File: src/rtl/sprite_plotter_if.sv
// Plot-request and single-pixel write bundle between game logic and the plotter.
// master = requester / pixel consumer side, slave = the plotter itself.
interface sprite_plotter_if;
    logic       startPlot;
    logic [1:0] object;
    logic [7:0] newX;
    logic [6:0] newY;
    logic [7:0] oldX;
    logic [6:0] oldY;
    logic [7:0] sizeX;
    logic [6:0] sizeY;
    logic [7:0] vgaX;
    logic [6:0] vgaY;
    logic [2:0] colour;
    logic       plot;
    logic       busy;
    logic       done;

    // startPlot is a one-cycle request taken only when idle; plot qualifies
    // vgaX/vgaY/colour on the same cycle, done pulses once per accepted request.
    modport master (
        output startPlot, object, newX, newY, oldX, oldY, sizeX, sizeY,
        input  vgaX, vgaY, colour, plot, busy, done
    );
    modport slave (
        input  startPlot, object, newX, newY, oldX, oldY, sizeX, sizeY,
        output vgaX, vgaY, colour, plot, busy, done
    );
endinterface

File: src/rtl/sprite_plotter.sv
// Erases an object's old rectangle, then draws its new one, one pixel per clock,
// into the VGA adapter's single-pixel write port with off-screen clipping.
module sprite_plotter #(
    parameter int         MAX_X         = 159,
    parameter int         MAX_Y         = 119,
    parameter logic [2:0] BG_COLOUR     = 3'b000,
    parameter logic [2:0] BALL_COLOUR   = 3'b111,
    parameter logic [2:0] PADDLE_COLOUR = 3'b010,
    parameter logic [2:0] BLOCK_COLOUR  = 3'b100
) (
    input  logic                   clk,
    input  logic                   reset,
    sprite_plotter_if.slave        bus,
    output logic [1:0]             dbg_state
);
    typedef enum logic [1:0] {IDLE, ERASE, DRAW, DONE} state_t;

    state_t     state_q, state_d;
    logic [1:0] obj_q, obj_d;
    logic [7:0] new_x_q, new_x_d, old_x_q, old_x_d, size_x_q, size_x_d, xo_q, xo_d;
    logic [6:0] new_y_q, new_y_d, old_y_q, old_y_d, size_y_q, size_y_d, yo_q, yo_d;
    logic [7:0] vga_x_q, vga_x_d;
    logic [6:0] vga_y_q, vga_y_d;
    logic [2:0] colour_q, colour_d;
    logic       plot_q, plot_d, busy_q, busy_d, done_q, done_d;

    logic [7:0] base_x;
    logic [6:0] base_y;
    logic [8:0] sum_x;
    logic [7:0] sum_y;
    logic       x_last, y_last;
    logic [2:0] obj_colour;

    always_comb begin
        case (obj_q)
            2'b00:   obj_colour = BALL_COLOUR;
            2'b01:   obj_colour = PADDLE_COLOUR;
            2'b10:   obj_colour = BLOCK_COLOUR;
            default: obj_colour = BG_COLOUR;
        endcase
    end

    // Sums are one bit wider than the screen coordinate so clipping sees overflow.
    always_comb begin
        base_x = (state_q == ERASE) ? old_x_q : new_x_q;
        base_y = (state_q == ERASE) ? old_y_q : new_y_q;
        sum_x  = {1'b0, base_x} + {1'b0, xo_q};
        sum_y  = {1'b0, base_y} + {1'b0, yo_q};
        x_last = (xo_q == size_x_q - 8'd1);
        y_last = (yo_q == size_y_q - 7'd1);
    end

    always_comb begin
        state_d  = state_q;
        obj_d    = obj_q;
        new_x_d  = new_x_q;
        new_y_d  = new_y_q;
        old_x_d  = old_x_q;
        old_y_d  = old_y_q;
        size_x_d = size_x_q;
        size_y_d = size_y_q;
        xo_d     = xo_q;
        yo_d     = yo_q;
        vga_x_d  = vga_x_q;
        vga_y_d  = vga_y_q;
        colour_d = colour_q;
        plot_d   = 1'b0;
        busy_d   = busy_q;
        done_d   = 1'b0;
        case (state_q)
            IDLE: begin
                if (bus.startPlot && bus.object != 2'b11) begin
                    obj_d    = bus.object;
                    new_x_d  = bus.newX;
                    new_y_d  = bus.newY;
                    old_x_d  = bus.oldX;
                    old_y_d  = bus.oldY;
                    size_x_d = bus.sizeX;
                    size_y_d = bus.sizeY;
                    xo_d     = 8'd0;
                    yo_d     = 7'd0;
                    busy_d   = 1'b1;
                    // Both phases share one size, so an empty rectangle skips both.
                    state_d  = (bus.sizeX == 8'd0 || bus.sizeY == 7'd0) ? DONE : ERASE;
                end
            end
            ERASE, DRAW: begin
                vga_x_d  = sum_x[7:0];
                vga_y_d  = sum_y[6:0];
                colour_d = (state_q == ERASE) ? BG_COLOUR : obj_colour;
                plot_d   = (sum_x <= 9'(MAX_X)) && (sum_y <= 8'(MAX_Y));
                if (x_last) begin
                    xo_d = 8'd0;
                    if (y_last) begin
                        yo_d    = 7'd0;
                        state_d = (state_q == ERASE) ? DRAW : DONE;
                    end else begin
                        yo_d = yo_q + 7'd1;
                    end
                end else begin
                    xo_d = xo_q + 8'd1;
                end
            end
            DONE: begin
                // First DONE cycle raises done; the second returns to IDLE, so a
                // request presented while done is high is not taken.
                if (!done_q) begin
                    done_d = 1'b1;
                end else begin
                    busy_d  = 1'b0;
                    state_d = IDLE;
                end
            end
            default: state_d = IDLE;
        endcase
    end

    always_ff @(posedge clk or posedge reset) begin
        if (reset) begin
            state_q  <= IDLE;
            obj_q    <= 2'b00;
            new_x_q  <= 8'd0;
            new_y_q  <= 7'd0;
            old_x_q  <= 8'd0;
            old_y_q  <= 7'd0;
            size_x_q <= 8'd0;
            size_y_q <= 7'd0;
            xo_q     <= 8'd0;
            yo_q     <= 7'd0;
            vga_x_q  <= 8'd0;
            vga_y_q  <= 7'd0;
            colour_q <= 3'd0;
            plot_q   <= 1'b0;
            busy_q   <= 1'b0;
            done_q   <= 1'b0;
        end else begin
            state_q  <= state_d;
            obj_q    <= obj_d;
            new_x_q  <= new_x_d;
            new_y_q  <= new_y_d;
            old_x_q  <= old_x_d;
            old_y_q  <= old_y_d;
            size_x_q <= size_x_d;
            size_y_q <= size_y_d;
            xo_q     <= xo_d;
            yo_q     <= yo_d;
            vga_x_q  <= vga_x_d;
            vga_y_q  <= vga_y_d;
            colour_q <= colour_d;
            plot_q   <= plot_d;
            busy_q   <= busy_d;
            done_q   <= done_d;
        end
    end

    assign bus.vgaX   = vga_x_q;
    assign bus.vgaY   = vga_y_q;
    assign bus.colour = colour_q;
    assign bus.plot   = plot_q;
    assign bus.busy   = busy_q;
    assign bus.done   = done_q;
    assign dbg_state  = state_q;
endmodule

File: src/flat_wrapper.sv
// flat-port wrapper written by rule: the top's interface ports become plain ports
module sprite_plotter_flat 
#(
    parameter int         MAX_X         = 159,
    parameter int         MAX_Y         = 119,
    parameter logic [2:0] BG_COLOUR     = 3'b000,
    parameter logic [2:0] BALL_COLOUR   = 3'b111,
    parameter logic [2:0] PADDLE_COLOUR = 3'b010,
    parameter logic [2:0] BLOCK_COLOUR  = 3'b100
)
  (clk, reset, dbg_state, bus_startPlot, bus_object, bus_newX, bus_newY, bus_oldX, bus_oldY, bus_sizeX, bus_sizeY, bus_vgaX, bus_vgaY, bus_colour, bus_plot, bus_busy, bus_done);
  sprite_plotter_if bus_i ();
  input  logic clk;
  input  logic reset;
  output logic [1:0] dbg_state;
  input wire logic [$bits(bus_i.startPlot)-1:0] bus_startPlot;
  input wire logic [$bits(bus_i.object)-1:0] bus_object;
  input wire logic [$bits(bus_i.newX)-1:0] bus_newX;
  input wire logic [$bits(bus_i.newY)-1:0] bus_newY;
  input wire logic [$bits(bus_i.oldX)-1:0] bus_oldX;
  input wire logic [$bits(bus_i.oldY)-1:0] bus_oldY;
  input wire logic [$bits(bus_i.sizeX)-1:0] bus_sizeX;
  input wire logic [$bits(bus_i.sizeY)-1:0] bus_sizeY;
  output wire logic [$bits(bus_i.vgaX)-1:0] bus_vgaX;
  output wire logic [$bits(bus_i.vgaY)-1:0] bus_vgaY;
  output wire logic [$bits(bus_i.colour)-1:0] bus_colour;
  output wire logic [$bits(bus_i.plot)-1:0] bus_plot;
  output wire logic [$bits(bus_i.busy)-1:0] bus_busy;
  output wire logic [$bits(bus_i.done)-1:0] bus_done;
  assign bus_i.startPlot = bus_startPlot;
  assign bus_i.object = bus_object;
  assign bus_i.newX = bus_newX;
  assign bus_i.newY = bus_newY;
  assign bus_i.oldX = bus_oldX;
  assign bus_i.oldY = bus_oldY;
  assign bus_i.sizeX = bus_sizeX;
  assign bus_i.sizeY = bus_sizeY;
  assign bus_vgaX = bus_i.vgaX;
  assign bus_vgaY = bus_i.vgaY;
  assign bus_colour = bus_i.colour;
  assign bus_plot = bus_i.plot;
  assign bus_busy = bus_i.busy;
  assign bus_done = bus_i.done;
  sprite_plotter #(.MAX_X(MAX_X), .MAX_Y(MAX_Y), .BG_COLOUR(BG_COLOUR), .BALL_COLOUR(BALL_COLOUR), .PADDLE_COLOUR(PADDLE_COLOUR), .BLOCK_COLOUR(BLOCK_COLOUR)) u_core (.clk(clk), .reset(reset), .bus(bus_i), .dbg_state(dbg_state));
endmodule
File: config.mk
export PLATFORM = sky130hd
export DESIGN_NAME = sprite_plotter_flat
export DESIGN_NICKNAME = d
export VERILOG_FILES = /design/src/rtl/sprite_plotter_if.sv /design/src/rtl/sprite_plotter.sv /design/src/flat_wrapper.sv
export SDC_FILE = /design/constraint.sdc
export NUM_CORES = 1
export LEC_CHECK = 0
export ABC_AREA = 1
export BUFFER_PORTS_ARGS = -buffer_cell sky130_fd_sc_hd__buf_2
export CORE_MARGIN = 4
export CORE_UTILIZATION = 55
export DETAILED_ROUTE_END_ITERATION = 10
export PLACE_DENSITY = 0.85
export SKIP_CTS_REPAIR_TIMING = 1
export SLEW_MARGIN = 10
export SYNTH_ARGS = -nofsm -noshare
export SYNTH_HDL_FRONTEND = slang
export SYNTH_SLANG_ARGS = --single-unit
File: constraint.sdc
create_clock -name clk -period 3.3 [get_ports clk]
set_input_delay 0.495 -clock clk [delete_from_list [all_inputs] [get_ports clk]]
set_output_delay 0.495 -clock clk [all_outputs]
set_load 0.1 [all_outputs]
=== Word level (Yosys, flattened, before mapping) ===
Index checks and enable logic that the tools add are counted.

* Divide/modulo/power cells: 0
* Bitwise gates (word level): 0
* Magnitude comparators: 2
* Multipliers: 0
* Add/subtract/negate cells: 6
* Equal/unequal tests: 12
* Muxes and demuxes: 24
* Reductions and logical operators: 15
* Shift operators: 0

{| class="wikitable"
|+ Operators by type and width
! cell !! number
|-
| two-way mux 7 bit || 4
|-
| two-way mux 8 bit || 3
|-
| one-hot mux 8 bit (2 select lines) || 1
|-
| one-hot mux 7 bit (2 select lines) || 1
|-
| two-way mux 2 bit || 5
|-
| adder 8 x 8 -> 9 bit || 1
|-
| less-or-equal comparator 9 x 8 -> 1 bit, second input constant || 1
|-
| one-hot mux 3 bit (3 select lines) || 1
|-
| adder 7 x 7 -> 8 bit || 1
|-
| adder 8 x 1 -> 8 bit, second input constant || 1
|-
| equality test 8 bit || 1
|-
| less-or-equal comparator 8 x 7 -> 1 bit, second input constant || 1
|-
| zero test 8 bit || 1
|-
| inequality test 2 x 1 -> 1 bit, second input constant || 4
|-
| subtractor 8 x 1 -> 8 bit, second input constant || 1
|-
| adder 7 x 1 -> 7 bit, second input constant || 1
|-
| equality test 7 bit || 1
|-
| zero test 7 bit || 1
|-
| subtractor 7 x 1 -> 7 bit, second input constant || 1
|-
| equality test 2 bit, second input constant || 3
|-
| two-way mux 1 bit || 6
|-
| one-hot mux 2 bit (3 select lines) || 1
|-
| AND reduction 3 bit || 2
|-
| equality test 2 x 1 -> 1 bit, second input constant || 2
|-
| 10 further kinds || 14
|}

* Bits in read-only memories: 0
* Memories: 0
* Output and inout bits: 23
* RAM bits: 0
* Latch bits: 0
* Bits in registers: 85

=== Logic depth before layout (Yosys ltp) ===
Gate-level depths: netlist of the first run.

* Depth in word-level cells: 6
* Mapped depth: 17

=== Least setup slack after synthesis of the first run ===
Ideal clock, no wire load.

* Path kind: register to register
* Start: register u_core.state_q[0], in the netlist u_core.dbg_state[0]
* End: register u_core.plot_q, in the netlist u_core.bus.plot
* Cell stages (with the launch flop): 17
* Setup time: 72 ps
* Period minus slack after synthesis: 3119 ps
* Data arrival time: 3047 ps
* Data required time: 3228 ps
* Slack: 181 ps
* Buffers on the path: 2
* Path through: dfrtp_1 -> ha_1 -> clkbuf_1 -> clkbuf_1 -> nand2_1 -> nand2_1 -> ha_1 -> inv_1 -> fa_1 -> inv_1 -> nand3_1 -> nand2_1 -> xnor2_1 -> nor2_1 -> nand4_1 -> nand3_1 -> nor2_1

* Word-level cells in the longest chain between the ends: 6
* Elaborated cells between the ends (all ways): 11

{| class="wikitable"
|+ RTL lines
! item !! line !! text
|-
| from (decl) || sprite_plotter.sv:18 || <nowiki>state_t state_q, state_d;</nowiki>
|-
| from (signal assigned) || sprite_plotter.sv:137 || <nowiki>state_q <= state_d;</nowiki>
|-
| equality test 2 x 1 -> 1 bit || sprite_plotter.sv:45, sprite_plotter.sv:46, sprite_plotter.sv:70 ||
|-
| two-way mux 8 bit or two-way mux 7 bit (tied branches) || sprite_plotter.sv:45, sprite_plotter.sv:46 ||
|-
| adder 8 x 8 -> 9 bit or adder 7 x 7 -> 8 bit (tied branches) || sprite_plotter.sv:47, sprite_plotter.sv:48 ||
|-
| less-or-equal comparator 9 x 8 -> 1 bit or less-or-equal comparator 8 x 7 -> 1 bit (tied branches) || sprite_plotter.sv:91 || <nowiki>plot_d = (sum_x <= 9'(MAX_X)) && (sum_y <= 8'(MAX_Y));</nowiki>
|-
| logical AND 1 bit || sprite_plotter.sv:91 ||
|-
| two-way mux 1 bit (*) || sprite_plotter.sv:70 || <nowiki>case (state_q)</nowiki>
|-
| net u_core.plot_d || sprite_plotter.sv:25 || <nowiki>logic plot_q, plot_d, busy_q, busy_d, done_q, done_d;</nowiki>
|-
| to (signal assigned) || sprite_plotter.sv:150 || <nowiki>plot_q <= plot_d;</nowiki>
|-
| to (decl) || sprite_plotter.sv:25 ||
|}

The timed path passes the listed nets; every way through them passes the cells marked *.
A chain may end at the register's enable or synchronous reset.

=== Worst setup path in the final report of the first run ===
* Start: register u_core.state_q[1], in the netlist u_core.dbg_state[1]
* End: register u_core.plot_q, in the netlist u_core.bus.plot

Same word-level chain as after synthesis.

==> results of run 1 <==
through the flow:
| step | cell area (um2) | setup slack (ns) | total power, W | hold slack [ns] | std cells |
|---|---|---|---|---|---|
| floorplan | 4950 | 0.181 | 0.00481 | 0.442 | 611 |
| global placement | 5430 | 0.870 | 0.00546 | 0.453 | 779 |
| detailed placement | 5430 | 0.751 | 0.00557 | 0.453 | 779 |
| CTS | 5650 | 0.718 | 0.00644 | 0.231 | 795 |
| global route | 5650 | 0.462 | 0.00693 | 0.235 | 795 |
| finish | 5650 | 0.702 | 0.00643 | 0.202 | 795 |
flip-flops by register name (all words and copies together) (netlist names), 2 cells and up:
| name | flops |
|---|---|
| u_core.bus.colour | 3 |
| u_core.bus.vgaX | 8 |
| u_core.bus.vgaY | 7 |
| u_core.dbg_state | 2 |
| u_core.new_x_q | 8 |
| u_core.new_y_q | 7 |
| u_core.obj_q | 2 |
| u_core.old_x_q | 8 |
| u_core.old_y_q | 7 |
| u_core.size_x_q | 8 |
| u_core.size_y_q | 7 |
| u_core.xo_q | 8 |
| u_core.yo_q | 7 |
kinds of logic after synthesis:
family | count (synthesis) | share of synthesized area, %
XOR/XNOR | 24 | 4.25
flip-flops | 85 | 43.0
AND/OR/NAND/NOR | 285 | 25.1
buffers and inverters | 91 | 7.15
adder cells (fa/ha/maj) | 25 | 6.62
multiplexers | 22 | 5.00
AO/OA/AOI/OAI | 79 | 8.90
power breakdown:
group / switching, W / internal (W)
logic: 0.00264 / 0.00109
registers: 0.000362 / 0.00150
clock network: 0.000401 / 0.000435
worst max path at each step:
| stage | end | slack (ns) |
|---|---|---|
| after global routing | u_core.bus.plot | 0.46 |
| after detailed placement | u_core.bus.plot | 0.75 |
| final | u_core.bus.plot | 0.70 |
| after CTS | u_core.bus.plot | 0.72 |
| after global placement | u_core.bus.plot | 0.87 |
| after floorplan | u_core.bus.plot | 0.18 |
area by class of cell:
cell class                      count  area share (%)
Multi-Input combinational cell    435            43.8
Timing Repair Buffer               77            7.26
Inverter                           74            4.94
Clock buffer                       10            2.26
Clock inverter                      6            1.68
Sequential cell                    85            37.7
Tap cell                          108            2.39
cells in the mapped netlist (all sizes together):
| cell | number | area (um2) |
|---|---|---|
| clkbuf | 11 | 41.3 |
| ha | 23 | 288 |
| nor2 | 50 | 200 |
| nor3 | 4 | 25.0 |
| a31oi | 3 | 18.8 |
| nand4 | 15 | 93.8 |
| nand3 | 40 | 205 |
| nand2 | 168 | 663 |
| a21oi | 20 | 100 |
| o21a | 1 | 7.51 |
| a21o | 2 | 15.0 |
| dfrtp | 85 | 2130 |
| xnor2 | 6 | 52.6 |
| buf | 6 | 35.0 |
| xor2 | 18 | 158 |
| or2 | 3 | 18.8 |
| a2111oi | 1 | 8.76 |
| o22ai | 1 | 6.26 |
| nand3b | 5 | 37.5 |
| inv | 74 | 278 |
| o31ai | 1 | 7.51 |
| o21ai | 50 | 277 |
| fa | 2 | 40.0 |
| mux2 | 22 | 248 |
layer usage:
metal / global-route usage, % / share of wire, % / wire length, um / vias up
met1: 29.1 / 43 / 4780 / 1964
met3: 3.18 / 5.1 / 565 / 24
met5: 0 / 0 / 0 / -
li1: - / - / - / 2119
met4: 8.47 / 2.3 / 257 / 0
met2: 35.8 / 49 / 5420 / 130
worst reg2reg max path: stages (launching register included):
cell,delay (ns)
dfrtp_1,0.43
inv_1,0.09
ha_1,0.29
buf_4,0.27
o21ai_0,0.13
ha_1,0.36
a21oi_1,0.20
nand2_1,0.15
a31oi_1,0.20
xor2_1,0.20
a21oi_1,0.10
nor2_1,0.11
layout by cell type (no fill, tap or decap), drive strengths merged, types with 3 or more instances in the layout:
| cell | count |
|---|---|
| dfrtp | 85 |
| xnor2 | 6 |
| ha | 23 |
| a21oi | 20 |
| clkbuf | 10 |
| nand3 | 40 |
| mux2 | 22 |
| a31oi | 3 |
| nand4 | 15 |
| nor2 | 50 |
| nor3 | 4 |
| inv | 75 |
| nand3b | 5 |
| or2 | 3 |
| buf | 77 |
| o21ai | 50 |
| xor2 | 18 |
| nand2 | 168 |
==> key figures, run 1 <==
Layout
  – Antenna Cells: 0
  – Reg area: 0.00213 mm2
  – Area occupied by multi-input gates: 0.00247 mm2
  – Layout area overhead: 14.1%
  – Filler instances: between 700 and 800
  – Share of post-route cells with drive strength above 1: 20.8%
  – Fin util: 64.8%
  – Nets: 757

Route
  – DRC violations left: 0
  – Via density: 5.33
  – Drt total wl: 11.0 mm
  – DRT Pass-1 Iters: 5
  – DR iter-0 viols: approximately 230
  – Vias: 4237
  – DR WL/cell: 13.9 um
  – ANT nets after route: 0

Worst setup path
  – CP max FO: 20
  – R2R Setup Slk: 0.70 ns
  – Cell family contributing the most delay on the critical path: adder cells
  – Critical path buffer and inverter count: 2
  – Critical path type: flop to flop
  – Slowest CP cell: dfrtp_1
  – FF-to-FF path depth: 11
  – CP Capture Type: flop
  – Largest stage delay, worst path: 0.43 ns
  – Start point of the critical path: u_core.dbg_state[1]
  – Critical path cell sequence: inv_1 -> ha_1 -> buf_4 -> o21ai_0 -> ha_1 -> a21oi_1 -> nand2_1 -> a31oi_1 -> xor2_1 -> a21oi_1 -> nor2_1
  – Worst r2r src: u_core.dbg_state[1]
  – Worst setup SP type: flop
  – Levels on crit path: 11
  – Crit path DAT: between 2 and 3 ns
  – CP Data Required Time: ~3.6 ns
  – Worst R2R End: u_core.bus.plot

Timing
  – Max Clk Rate: 385 MHz
  – Clock Skews: 0.0101 ns
  – Fin crit period: 2.60 ns
  – Count of final setup violators: 0
  – Slew Viols, Final: 0
  – Hold Violations, Final: 0
  – Worst Tran Pin Value: 0.706 ns
  – Fin Setup TNS: 0 ns
  – RSZ-0062 raised after global routing: false
  – Tcrit/Tclk final: 78.7%
  – Relative slew slack: around 53%

Synthesis
  – Number of library cell types mapped by synthesis: 34
  – Post-Synthesis Mean Instance Area: 8.10 um2
  – Post-Syn Instances: between 600 and 700
  – Mapped Nets: 686
  – Sequential share of the synthesized area: 43.0%
  – Flops & latches, synth: 85
  – Synthesized area: between 0.004 and 0.005 mm2
  – Synth warn: 0

Global routing
  – Vias in the first global route: 3917
  – Initial antenna violation count: 0
  – Largest net degree at the start of global routing: between 80 and 90
  – GRT overflow: 0
  – All-Layer GR Usage: 21.7%
  – Wire length of the first global-routing pass: about 18 mm

Place
  – GPL Wtd Cong: 0.860
  – # port buffers: roughly 70
  – Post-DP HPWL: 8.01 mm

Clocking
  – Cts bufs inserted: 9
  – Clock latency on the worst-skew pair: 0.36 ns
  – H-tree levels: 3
  – Clk root buf: clkbuf_8
  – Clock slew at reported path FFs: 0.09 ns
  – CTS sink count: 85
  – CTS tree: done
  – CTS max path bufs: 2

Die
  – Die Span X: 103 um
  – Initial Utilization: a little under three fifths
  – Die H: 103 um
  – Num rows: 34
  – Die area: about 0.011 mm2
  – Top-Level Pins: 73
  – Core ar.: 0.00872 mm2

Min path
  – HP Class: primary input to async pin

Power and ir drop
  – Power Density: between 1000 and 1500 mW/mm2
  – Peak VDD IR: 0.732 mV
  – Leak Pwr: roughly 3.0 nW

Run
  – Max-cap violations: 0

Status
  – Status: complete, no violations
Note: power is estimated with default switching activity, not from simulation.
==> run 2: changes to the inputs <==
==> constraint.sdc (replaced) <==
create_clock -name clk -period 2.7 [get_ports clk]
set_input_delay 0.405 -clock clk [delete_from_list [all_inputs] [get_ports clk]]
set_output_delay 0.405 -clock clk [all_outputs]
set_load 0.1 [all_outputs]
==> run 2 against run 1 <==
Net effect: maximum frequency rose by 5.3%; first-iteration DRC count down 11%; non-clock buffer count grew 4; clock power up 4.3%; final area increased by 0.35%; sequential share of layout area down 0.089 points; register-to-register slack worse by 0.47 ns; cell count rose by 0.50%; worst hold slack worse by 0.11 ns; sequential power rose by 23%; global-route usage is 1.2 points higher; combinational power grew 24%.
==> key figures, run 2 (synthesis gave the netlist of run 1 again) <==
Place
  – # port buffers: 72 (unchanged)
  – Placed Cells incl. Taps: 783 (+0.51%)
  – Post-DP HPWL: 8.67 mm (+8.2%)
  – Placement Setup Slack: 0.184 ns (-0.567 ns)
  – GPL Wtd Cong: 0.868 (+0.92%)

Timing
  – Tcrit/Tclk final: 91.4% (+13 points)
  – Clock Skews: 0.0123 ns (+0.00225 ns)
  – Count of final setup violators: 0 (unchanged)
  – Relative slew slack: 62.3% (+9.3 points)
  – RSZ-0062 raised after global routing: false
  – Worst Tran Pin Value: 0.565 ns (-0.141 ns)
  – Setup ws final: 0.232 ns (-0.470 ns)
  – Hold Violations, Final: 0 (unchanged)
  – Slew Viols, Final: 0 (unchanged)
  – Max Clk Rate: 405 MHz (+5.3%)
  – Fin crit period: 2.47 ns (-0.130 ns)

Layout
  – Fin util: 65.0% (+0.23 points)
  – Antenna Cells: 0 (unchanged)
  – Share of post-route cells with drive strength above 1: 22.0% (+1.2 points)
  – Nets: 761 (+0.53%)
  – Filler instances: 682 (-7.6%)
  – Non-filler cells, final: 799 (+0.50%)
  – Commonest non-fill, non-tap cell in the layout: nand2_1
  – Most frequent cells in the layout: nand2_1, dfrtp_1, buf_2
  – Layout area overhead: 14.5%

Route
  – DRC violations left: 0 (unchanged)
  – ANT nets after route: 0 (unchanged)
  – DR iter-0 viols: 206 (-11%)
  – DR WL/cell: 14.1 um (+1.9%)
  – Vias: 4199 (-0.90%)
  – DRT Pass-1 Iters: 5 (unchanged)
  – Drt total wl: 11.3 mm (+2.4%)
  – Via density: 5.26 (-1.4%)

Power and ir drop
  – Power Density: 1370 mW/mm2 (+21%)
  – Comb pwr share: 59.6% (+1.5 points)
  – Peak VDD IR: 0.757 mV (+3.4%)
  – NetSw: 0.00420 W (+23%)
  – Sequential share of power: 29.2% (+0.3 points)
  – P_int: 0.00359 W (+19%)
  – Leak Pwr: 3.00 nW (about the same)
  – Clock power frac: 11.2% (-1.8 points)
  – Sw Ratio: 53.9% (+1.0 points)

Worst setup path
  – Largest stage delay, worst path: 0.43 ns (about the same)
  – CP Capture Type: flop
  – Crit path DAT: 2.73 ns (-0.16 ns)
  – Critical path type: flop to flop
  – Worst setup SP type: flop
  – Slowest CP cell: dfrtp_2
  – R2R Setup Slk: 0.23 ns (-0.47 ns)
  – Cell family contributing the most delay on the critical path: adder cells
  – Critical path buffer and inverter count: 2 (unchanged)
  – CP Data Required Time: 2.96 ns (-0.64 ns)
  – CP max FO: 16 (-20%)
  – Critical path cell sequence: inv_1 -> ha_2 -> buf_12 -> o21ai_0 -> ha_1 -> fa_1 -> nand4_1 -> nand3_1 -> xnor2_1 -> a21oi_1 -> nor2_1

Clocking
  – Clock slew at reported path FFs: 0.10 ns (about the same)
  – CTS sink count: 85 (unchanged)
  – H-tree levels: 3 (unchanged)
  – CTS max path bufs: 2 (unchanged)
  – Clock latency on the worst-skew pair: 0.36 ns (about the same)
  – CTS tree: done
  – Cts bufs inserted: 9 (unchanged)
  – Clk root buf: clkbuf_8

Run
  – Max-cap violations: 0 (unchanged)

Min path
  – HP Class: primary input to async pin

Die
  – Die area: 0.0106 mm2 (unchanged)
  – Core ar.: 0.00872 mm2 (unchanged)
  – Die H: 103 um (unchanged)
  – Die Span X: 103 um (unchanged)
  – Initial Utilization: 56.8% (unchanged)
  – Top-Level Pins: 73 (unchanged)
  – Num rows: 34 (unchanged)

Global routing
  – Vias in the first global route: 4168 (+6.4%)
  – Largest net degree at the start of global routing: 41 (-52%)
  – Initial antenna violation count: 0 (unchanged)
  – GRT overflow: 0 (unchanged)
  – All-Layer GR Usage: 23.0% (+1.2 points)
  – Wire length of the first global-routing pass: 19.1 mm (+6.1%)

Status
  – Status: complete, no violations
run 2: changes by cell type in the layout (fill, tap and decap cells not counted), moves of 2 or more:
cell       delta
buf_4         +3
bufinv_16     -2
clkinv_4      +2
dfrtp_1       -2
dfrtp_2       +2
run 2: worst reg2reg max path, cell delays in order (launching register included):
cell and delay (ns):
dfrtp_2 0.43, inv_1 0.10, ha_2 0.31, buf_12 0.17, o21ai_0 0.10, ha_1 0.22
fa_1 0.43, nand4_1 0.13, nand3_1 0.11, xnor2_1 0.16, a21oi_1 0.16, nor2_1 0.07
run 2: worst paths after layout:
kind / from / end / cells after the start
max: u_core.dbg_state[1] / u_core.bus.plot / 11
min: reset / u_core.new_y_q[6] / 2
max reg2reg: u_core.dbg_state[1] / u_core.bus.plot / 11
min reg2reg: u_core.bus.vgaY[0] / u_core.bus.vgaY[0] / 2
max in group asynchronous: reset / u_core.new_x_q[2] / 3
min in group clk: bus_oldY[1] / u_core.old_y_q[1] / 2
run 2: stage by stage:
step,total power [W],instance area [um2],hold slack [ns],setup TNS (ns)
2_1_floorplan,0.00589,4960,0.442,-0.0492
3_3_place_gp,0.00672,5470,0.459,0
3_5_place_dp,0.00689,5470,0.455,0
4_1_cts,0.00780,5670,0.0974,0
5_1_grt,0.00843,5670,0.120,0
6_report,0.00779,5670,0.0888,0
run 2: area by class of cell:
| cell class | instances | area [um2] | area share [%] |
|---|---|---|---|
| flip-flops and latches | 85 | 2130 | 37.6 |
| well taps | 108 | 135 | 2.38 |
| clock inverters | 6 | 55.1 | 0.971 |
| inverters | 74 | 282 | 4.97 |
| repair buffers | 81 | 453 | 7.99 |
| clock buffers | 10 | 138 | 2.43 |
| multi-input cells | 435 | 2480 | 43.7 |
run 2: layer usage:
| metal | global-route usage (%) | up-vias | wire (um) |
|---|---|---|---|
| met4 | 6.77 | 0 | 201 |
| li1 | - | 2120 | - |
| met5 | 0 | - | 0 |
| met2 | 40.0 | 113 | 5800 |
| met3 | 3.45 | 15 | 551 |
| met1 | 29.7 | 1951 | 4740 |
run 2: power groups by stage:
stage	combinational [W]	sequential (W)	clock [W]
after floorplan	0.00259	0.00330	0
after global placement	0.00444	0.00228	0
after detailed placement	0.00459	0.00230	0
after CTS	0.00464	0.00227	0.000889
after global routing	0.00514	0.00234	0.000946
final	0.00464	0.00228	0.000872
==> run 3: changes to the inputs <==
--- a/config.mk
+++ b/config.mk
@@ -11,6 +11,7 @@
 export CORE_UTILIZATION = 55
 export DETAILED_ROUTE_END_ITERATION = 10
 export PLACE_DENSITY = 0.85
+export REMOVE_ABC_BUFFERS = 1
 export SKIP_CTS_REPAIR_TIMING = 1
 export SLEW_MARGIN = 10
 export SYNTH_ARGS = -nofsm -noshare
==> run 3 against run 2 <==
Net effect: non-clock buffer count shrank 1; clock skew shrank 0.0070 ns; final area is 0.26% lower; count of clock-buffer cells in the layout stayed put; sequential cell count unchanged; via count increased by 0.14%; critical path type unchanged; largest cell class unchanged; highest routed layer unchanged.
==> key figures, run 3 (synthesis gave the netlist of run 1 again) <==
Status
  – Status: complete, no violations

Global routing
  – Vias in the first global route: 4195 (+0.65%)
  – Largest net degree at the start of global routing: 44 (+7.3%)
  – All-Layer GR Usage: 21.8% (-1.1 points)
  – Initial antenna violation count: 0 (unchanged)
  – Wire length of the first global-routing pass: 18.4 mm (-3.5%)
  – GRT overflow: 0 (unchanged)

Worst setup path
  – Critical path cell sequence: inv_1 -> ha_2 -> buf_4 -> o21ai_0 -> ha_1 -> fa_1 -> nand4_1 -> nand3_1 -> xnor2_1 -> a21oi_1 -> nor2_1
  – Worst setup SP type: flop
  – Critical path buffer and inverter count: 2 (unchanged)
  – Slowest CP cell: fa_1
  – Critical path type: flop to flop
  – CP Capture Type: flop
  – CP Data Required Time: 2.95 ns (about the same)
  – Largest stage delay, worst path: 0.43 ns (about the same)
  – CP max FO: 16 (unchanged)
  – Crit path DAT: 2.68 ns (-0.05 ns)
  – Cell family contributing the most delay on the critical path: adder cells

Route
  – DR iter-0 viols: 203 (-1.5%)
  – DRT Pass-1 Iters: 4 (-1)
  – Vias: 4205 (+0.14%)
  – Drt total wl: 11.0 mm (-2.5%)
  – DR WL/cell: 13.8 um (-2.3%)
  – DRC violations left: 0 (unchanged)
  – Via density: 5.28 (+0.39%)
  – ANT nets after route: 0 (unchanged)

Layout
  – Most frequent cells in the layout: nand2_1, dfrtp_1, buf_2
  – Share of post-route cells with drive strength above 1: 21.5% (-0.52 points)
  – Area occupied by multi-input gates: 0.00248 mm2 (+0.10%)
  – Antenna Cells: 0 (unchanged)
  – Commonest non-fill, non-tap cell in the layout: nand2_1
  – Layout area overhead: 14.2%
  – Nets: 760 (-0.13%)
  – Reg area: 0.00213 mm2 (-0.12%)
  – Filler instances: 705 (+3.4%)

Timing
  – Clock Skews: 0.00534 ns (-0.00701 ns)
  – Setup ws final: 0.264 ns (+0.0325 ns)
  – Tcrit/Tclk final: 90.2% (-1.2 points)
  – Fin crit period: 2.44 ns (-0.0325 ns)
  – Fin Setup TNS: 0 ns (unchanged)
  – RSZ-0062 raised after global routing: false
  – Hold Violations, Final: 0 (unchanged)
  – Max Clk Rate: 411 MHz (+1.3%)
  – Worst Tran Pin Value: 0.589 ns (+0.0243 ns)
  – Slew Viols, Final: 0 (unchanged)
  – Count of final setup violators: 0 (unchanged)
  – Relative slew slack: 60.7% (-1.6 points)

Min path
  – HP Class: primary input to async pin

Power and ir drop
  – Power Density: 1380 mW/mm2 (+0.69%)
  – Sw Ratio: 52.4% (-1.5 points)
  – Clock power frac: 12.4% (+1.2 points)
  – Leak Pwr: 3.01 nW (+0.38%)
  – P_int: 0.00372 W (+3.8%)
  – Comb pwr share: 58.5% (-1.1 points)
  – Sequential share of power: 29.1% (about the same)
  – NetSw: 0.00410 W (-2.4%)
  – Peak VDD IR: 0.859 mV (+14%)
  – Power after layout: 0.00782 W (+0.43%)

Clocking
  – Cts bufs inserted: 9 (unchanged)
  – Clk root buf: clkbuf_8
  – Clock latency on the worst-skew pair: 0.35 ns (about the same)
  – CTS tree: done
  – CTS sink count: 85 (unchanged)
  – Clock slew at reported path FFs: 0.08 ns (-0.02 ns)
  – CTS max path bufs: 2 (unchanged)
  – H-tree levels: 3 (unchanged)

Die
  – Initial Utilization: 56.8% (unchanged)
  – Core ar.: 0.00872 mm2 (unchanged)
  – Die area: 0.0106 mm2 (unchanged)
  – Num rows: 34 (unchanged)
  – Die Span X: 103 um (unchanged)
  – Die H: 103 um (unchanged)
  – Top-Level Pins: 73 (unchanged)

Place
  – GPL Wtd Cong: 0.900 (+3.8%)
  – Placement Setup Slack: 0.261 ns (+0.0769 ns)
  – Post-DP HPWL: 8.48 mm (-2.2%)
  – # port buffers: 72 (unchanged)

Run
  – Max-cap violations: 0 (unchanged)
run 3: changes by cell type in the layout (fill, tap and decap cells not counted):
cell        delta
inv_2          -1
dfrtp_1        +2
clkinvlp_4     -3
clkinv_4       -2
ha_1           -1
inv_1          +1
ha_2           +1
inv_8          -2
bufinv_16      +2
buf_4          +1
clkinv_2       +4
dfrtp_2        -2
buf_12         -2
run 3: area by class of cell:
class	count	share of cell area, %
flip-flops and latches	85	37.6
repair buffers	80	7.44
multi-input cells	435	43.9
clock buffers	10	2.43
clock inverters	5	1.33
inverters	74	4.93
well taps	108	2.39
run 3: per-stage QoR:
step                      hold slack, ns  area [um2]  utilization, %  instances
after global placement             0.453        5440            62.3        782
after global routing               0.130        5650            64.8        797
final                             0.0938        5650            64.8        797
after floorplan                    0.442        4870               -        594
after detailed placement           0.462        5440            62.3        782
after CTS                          0.103        5650            64.8        797
run 3: metal layers:
layer	global-route usage, %	vias up	part of all wire [%]
li1	-	2120	-
met1	25.9	1937	41
met2	39.5	128	52
met3	4.60	20	5.8
met4	6.87	0	1.6
met5	0	-	0
run 3: path summary, 6_finish.rpt:
kind / to / from / slack, ns / depth (start not counted)
max reg2reg: u_core.bus.plot / u_core.dbg_state[1] / 0.26 / 11
max in group asynchronous: u_core.old_y_q[1] / reset / 1.86 / 3
min reg2reg: u_core.bus.done / u_core.bus.done / 0.48 / 1
max: u_core.bus.plot / u_core.dbg_state[1] / 0.26 / 11
min in group clk: u_core.new_y_q[0] / bus_newY[0] / 0.28 / 2
min: u_core.new_x_q[6] / reset / 0.09 / 2
run 3: power groups by stage:
stage | clock (W) | sequential, W | combinational, W
final | 0.000970 | 0.00227 | 0.00458
after CTS | 0.000995 | 0.00227 | 0.00458
after detailed placement | 0 | 0.00230 | 0.00456
after global placement | 0 | 0.00227 | 0.00440
after floorplan | 0 | 0.00329 | 0.00253
after global routing | 0.00106 | 0.00233 | 0.00508
